[src/rtl/button_evt_pkg.sv]
// button_evt_pkg: shared button indices, per-button repeat states and default button count.
package button_evt_pkg;
  localparam int N_BTN = 4;
  typedef enum logic [1:0] {BTN_LEFT = 2'd0, BTN_RIGHT = 2'd1, BTN_UP = 2'd2, BTN_FIRE = 2'd3} btn_id_t;
  typedef enum logic [1:0] {IDLE, DELAY, REPEAT, HELD} rpt_state_t;
endpackage

[src/rtl/button_repeat_timer.sv]
// button_repeat_timer: per-button hold FSM raising auto-repeat ticks after a delay, then periodically.
module button_repeat_timer import button_evt_pkg::*; #(
  parameter int REPEAT_DELAY  = 6_300_000,
  parameter int REPEAT_PERIOD = 2_520_000,
  parameter bit REPEAT_EN     = 1'b1
) (
  input  logic clk25,
  input  logic reset,
  input  logic btn,
  input  logic press,
  output logic fire
);
  localparam int CW = $clog2((REPEAT_DELAY > REPEAT_PERIOD ? REPEAT_DELAY : REPEAT_PERIOD) + 1);
  rpt_state_t state_q, state_d;
  logic [CW-1:0] cnt_q, cnt_d;
  always_ff @(posedge clk25 or posedge reset)
    if (reset) begin
      state_q <= IDLE;
      cnt_q   <= '0;
    end else begin
      state_q <= state_d;
      cnt_q   <= cnt_d;
    end
  always_comb begin
    state_d = state_q;
    cnt_d   = cnt_q + CW'(1);
    fire    = 1'b0;
    if (!btn) begin
      state_d = IDLE;
      cnt_d   = '0;
    end else begin
      case (state_q)
        IDLE: begin
          cnt_d = '0;
          if (press) state_d = REPEAT_EN ? DELAY : HELD;
        end
        DELAY:
          if (cnt_q == CW'(REPEAT_DELAY - 1)) begin
            fire    = 1'b1;
            state_d = REPEAT;
            cnt_d   = '0;
          end
        REPEAT:
          if (cnt_q == CW'(REPEAT_PERIOD - 1)) begin
            fire  = 1'b1;
            cnt_d = '0;
          end
        default: cnt_d = cnt_q;
      endcase
    end
  end
endmodule

[src/rtl/button_event_arbiter.sv]
// button_event_arbiter: turns button presses and auto-repeats into a single
// round-robin arbitrated valid/ready event stream with a lost-event counter.
module button_event_arbiter #(
  parameter int               N_BTN         = button_evt_pkg::N_BTN,
  parameter int               REPEAT_DELAY  = 6_300_000,
  parameter int               REPEAT_PERIOD = 2_520_000,
  parameter logic [N_BTN-1:0] REPEAT_MASK   = 4'b0111
) (
  input  logic                     clk25,
  input  logic                     reset,
  input  logic [N_BTN-1:0]         btn_stable,
  output logic                     evt_valid,
  input  logic                     evt_ready,
  output logic [$clog2(N_BTN)-1:0] evt_id,
  output logic                     evt_repeat,
  output logic [7:0]               ovf_cnt
);
  import button_evt_pkg::*;
  localparam int IW = $clog2(N_BTN);
  logic [N_BTN-1:0] prev_q, pending_q, pending_d, kind_q, kind_d, press, fire, evt, clr;
  logic [IW-1:0] rr_q, rr_d, evt_id_q, evt_id_d, gnt_idx;
  logic evt_valid_q, evt_valid_d, evt_repeat_q, evt_repeat_d, gnt_found, gnt, free;
  logic [7:0] ovf_q, ovf_d;
  assign press = btn_stable & ~prev_q;
  for (genvar g = 0; g < N_BTN; g++) begin : g_tmr
    button_repeat_timer #(
      .REPEAT_DELAY (REPEAT_DELAY),
      .REPEAT_PERIOD(REPEAT_PERIOD),
      .REPEAT_EN    (REPEAT_MASK[g])
    ) u_tmr (
      .clk25(clk25),
      .reset(reset),
      .btn  (btn_stable[g]),
      .press(press[g]),
      .fire (fire[g])
    );
  end
  always_comb begin
    gnt_found = 1'b0;
    gnt_idx   = '0;
    for (int j = 0; j < N_BTN; j++)
      if (!gnt_found && pending_q[(int'(rr_q) + j) % N_BTN]) begin
        gnt_found = 1'b1;
        gnt_idx   = IW'((int'(rr_q) + j) % N_BTN);
      end
    free = !evt_valid_q || evt_ready;
    gnt  = free && gnt_found;
    clr  = gnt ? (N_BTN'(1) << gnt_idx) : '0;
    evt  = press | fire;
    // a fresh event on the button being granted stays pending
    pending_d    = (pending_q & ~clr) | evt;
    kind_d       = (kind_q & ~evt) | fire;
    ovf_d        = (|(evt & pending_q & ~clr)) && ovf_q != 8'hff ? ovf_q + 8'd1 : ovf_q;
    evt_valid_d  = gnt ? 1'b1 : free ? 1'b0 : evt_valid_q;
    evt_id_d     = gnt ? gnt_idx : evt_id_q;
    evt_repeat_d = gnt ? kind_q[gnt_idx] : evt_repeat_q;
    rr_d         = !gnt ? rr_q : gnt_idx == IW'(N_BTN - 1) ? '0 : gnt_idx + IW'(1);
  end
  always_ff @(posedge clk25 or posedge reset)
    if (reset) begin
      prev_q       <= '0;
      pending_q    <= '0;
      kind_q       <= '0;
      rr_q         <= '0;
      evt_valid_q  <= 1'b0;
      evt_id_q     <= '0;
      evt_repeat_q <= 1'b0;
      ovf_q        <= '0;
    end else begin
      prev_q       <= btn_stable;
      pending_q    <= pending_d;
      kind_q       <= kind_d;
      rr_q         <= rr_d;
      evt_valid_q  <= evt_valid_d;
      evt_id_q     <= evt_id_d;
      evt_repeat_q <= evt_repeat_d;
      ovf_q        <= ovf_d;
    end
  assign evt_valid  = evt_valid_q;
  assign evt_id     = evt_id_q;
  assign evt_repeat = evt_repeat_q;
  assign ovf_cnt    = ovf_q;
endmodule
[config.mk]
export PLATFORM = sky130hd
export DESIGN_NAME = button_event_arbiter
export DESIGN_NICKNAME = d
export VERILOG_FILES = /design/src/rtl/button_evt_pkg.sv /design/src/rtl/button_repeat_timer.sv /design/src/rtl/button_event_arbiter.sv
export SDC_FILE = /design/constraint.sdc
export NUM_CORES = 1
export LEC_CHECK = 0
export ABC_AREA = 1
export CELL_PAD_IN_SITES_DETAIL_PLACEMENT = 0
export CELL_PAD_IN_SITES_GLOBAL_PLACEMENT = 1
export CORE_MARGIN = 4
export CORE_UTILIZATION = 43
export CTS_BUF_LIST = sky130_fd_sc_hd__clkbuf_4
export DETAILED_ROUTE_END_ITERATION = 12
export GPL_TIMING_DRIVEN = 0
export PLACE_DENSITY_LB_ADDON = 0.2
export SYNTH_ARGS = -nofsm -noshare
export SYNTH_HDL_FRONTEND = slang
export SYNTH_SLANG_ARGS = --single-unit
[constraint.sdc]
create_clock -name clk25 -period 5.05 [get_ports clk25]
set_input_delay 1.515 -clock clk25 [delete_from_list [all_inputs] [get_ports clk25]]
set_output_delay 1.515 -clock clk25 [all_outputs]
set_load 0.05 [all_outputs]
==> flow_metrics.env <==
export IMPL_ant_nets=0
export IMPL_place_area_um2=7964
export IMPL_reg2regPathDepth=18
export IMPL_synth_seq_cells=126
export IMPL_critPathKind="reg2out"
export IMPL_layout_drive_gt1_share_pct=7.271
export IMPL_synth_top_area_share_pct=42.18
export IMPL_worstPathRequired_ns=3.54
export IMPL_report_final_slew_viol_count=0
export IMPL_p_leak_uw=0.003612
export IMPL_stdcell_count=1280
export IMPL_end_kind="primary output"
export IMPL_path_clk_slew_ns=0.11
export IMPL_worst_slew_pin_slew_ns=0.5683
export IMPL_htree_levels=4
export IMPL_vias=6366
export IMPL_remaining_drc_errors=0
export IMPL_vias_per_cell=4.973
export IMPL_hold_path_startpoint="evt_repeat"
export IMPL_max_vdd_ir_drop_uv=253.0
export IMPL_timing_rr_end="ovf_cnt[6]"
export IMPL_synthCells=1010
export IMPL_cts_resized=0
export IMPL_dp_slack_ns=1.303
export IMPL_root_buffer="clkbuf_4"
export IMPL_hold_viol_final=0
export IMPL_max_freq_ghz=0.2976
export IMPL_drtPass1Iterations=4
export IMPL_nNetsFinal=1076
export IMPL_die_w_um=139.9
export IMPL_cp_start_kind="flop"
export IMPL_cp_top_family="buffers and inverters"
export IMPL_outcome="finished, final reports clean"
export IMPL_cts_max_path_buffers=2
export IMPL_grt_usage_pct=17.51
export IMPL_netlist_area_um2=7476
export IMPL_yosysUniqueCellTypes=45
export IMPL_startpoint="ovf_cnt[2]"
export IMPL_utilization_pct=48.96
export IMPL_globalRouteOverflowTotal=0
export IMPL_cap_violations=0
export IMPL_design_core_area_um2=16820
export IMPL_die_h_um=139.9
export IMPL_final_common_cell="nand2_1"
export IMPL_whs_endpoint="evt_repeat"
export IMPL_synth_top_area_cell="dfrtp_1"
export IMPL_grt_pass1_wl_um=28710
export IMPL_postSynthAreaPerCell_um2=7.402
export IMPL_initial_core_util_pct=44.45
export IMPL_r2r_start="rr_q[0]"
export IMPL_fin_skew_ns=0.01899
export IMPL_cp_num_buf_inv=1
export IMPL_critPathArrivalTime_ns=1.85
export IMPL_hp_class="reg2reg"
export IMPL_final_cell_mix="242 x nand2_1, 161 x nor2_1, 126 x dfrtp_1"
export IMPL_setup_slack_ns=1.690
export IMPL_powerDensity_nw_per_um2=405.0
export IMPL_routed_wl_um=16350
export IMPL_cts_tree="built"
export IMPL_grt_pass1_vias=6111
export IMPL_yosysWarnings=0
export IMPL_critPathMaxFanout=6
export IMPL_antenna_found_initial=1
export IMPL_rsz0062_at_grt="false"
export IMPL_crit_chain="clkdlybuf4s50_1"
export IMPL_cts_sinks=126
export IMPL_fin_area_um2=8234
export IMPL_placed_cells=1249
export IMPL_insertion_delay_ns=0.54
export IMPL_grt_max_degree=89
export IMPL_postCtsSetupBuffers=0
export IMPL_yosysSeqAreaShare_pct=42.18
export IMPL_dieArea_um2=19560
export IMPL_cpPeakStageDelay_ns=0.85
export IMPL_fin_crit_ns=3.360
export IMPL_timing_max_slew_rel_slack_pct=61.76
export IMPL_std_cell_rows=47
export IMPL_setup_viol=0
export IMPL_slowest_stage="clkdlybuf4s50_1"
export IMPL_hpwl_um=12070
export IMPL_ioPinCount=19
export IMPL_gp_congestion=0.8095
export IMPL_finalSetupTns_ns=0
export IMPL_postCtsHoldBufs=0
export IMPL_cts_buffers=17
export IMPL_hold_depth=2
export IMPL_synth_nets=1038
export IMPL_synth_area_leaders="dfrtp_1 42%, nand2_1 12%, nor2_1 8.1%"
export IMPL_fin_crit_sh_pct=66.54
export IMPL_portBuffers=18
export IMPL_area_delta_synth_final_pct=10.14
export IMPL_drt_initial_drc_count=309
export IMPL_regToRegSetupSlack_ns=2.40
export IMPL_post_drt_wl_per_cell_um=12.78
layer usage:
metal	GRT usage [%]	up-vias	share of wire (%)
met4	4.080	0	0.81
met5	0	-	0
met3	3.705	9	2.0
met1	23.94	2977	50
met2	28.67	26	47
li1	-	3354	-
cell usage after synthesis (all sizes together):
cell type / number
a211oi: 3
a21oi: 41
a22o: 1
a22oi: 1
a31o: 1
a31oi: 3
a32o: 3
and2: 1
buf: 9
dfrtp: 126
ha: 21
inv: 131
nand2: 251
nand3: 90
nand3b: 3
nand4: 19
nor2: 171
nor3: 34
nor3b: 14
nor4: 10
o211ai: 2
o21a: 3
o21ai: 38
o22a: 1
o22ai: 3
o31ai: 4
or2: 1
or3: 1
xnor2: 6
xor2: 18
cell families (layout without fill, tap and decap cells):
| kind of cell | after synthesis | in the layout | share of synthesized area (%) |
|---|---|---|---|
| other | 0 | 1 | 0 |
| adders and majority gates | 21 | 21 | 3.515 |
| DFF | 126 | 126 | 42.18 |
| xor gates and xnor gates | 24 | 24 | 2.812 |
| buffers and inverters | 140 | 189 | 7.464 |
| AOI/OAI and AO/OA | 104 | 104 | 7.849 |
| and+or+nand+nor | 595 | 595 | 36.18 |
flip-flops by register name, summed over array words and instances, names as in the netlist:
signal               count
evt_id                   2
evt_repeat               1
evt_valid                1
g_tmr.u_tmr.cnt_q       92
g_tmr.u_tmr.state_q      8
kind_q                   4
ovf_cnt                  8
pending_q                4
prev_q                   4
rr_q                     2
area by class of cell:
cell class / instances / area [um2]
sequential: 126 / 3153
antenna: 1 / 2.502
tap: 220 / 275.3
inverter: 131 / 501.7
buffer: 9 / 61.31
clock inverter: 11 / 125.1
fill: 1794 / 8584
timing repair buffer: 19 / 207.7
multi-input combinational: 744 / 3765
clock buffer: 19 / 142.6
per-stage QoR:
| stage | total power, uW | hold slack, ns |
|---|---|---|
| 3_5_place_dp | 2679 | 0.4689 |
| 4_1_cts | 3398 | 0.5036 |
| 2_1_floorplan | 2304 | 0.4747 |
| 6_report | 3335 | 0.5012 |
| 3_3_place_gp | 2664 | 0.4720 |
| 5_1_grt | 3624 | 0.5507 |
power by group:
| part | total (uW) | internal, uW | switching (uW) |
|---|---|---|---|
| sequential | 1210 | 1120 | 93.0 |
| combinational | 1420 | 454 | 963 |
| clock | 707 | 339 | 368 |
how the worst max path moves through the flow:
stage | to | slack [ns] | cells after the start
2_1_floorplan | evt_id[0] | 0.18 | 1
3_3_place_gp | g_tmr[1].u_tmr.cnt_q[5] | -1.91 | 2
3_5_place_dp | g_tmr[1].u_tmr.cnt_q[18] | 1.30 | 12
4_1_cts | ovf_cnt[2] | 1.63 | 1
5_1_grt | ovf_cnt[2] | 1.59 | 1
6_report | ovf_cnt[2] | 1.69 | 1
worst min-delay path, delay by kind of cell (launching register included):
| kind | cells | cell delay [ns] |
|---|---|---|
| flip-flops | 1 | 0.37 |
| AND/OR/NAND/NOR | 2 | 0.10 |
Note: power is estimated with default switching activity, not from simulation.
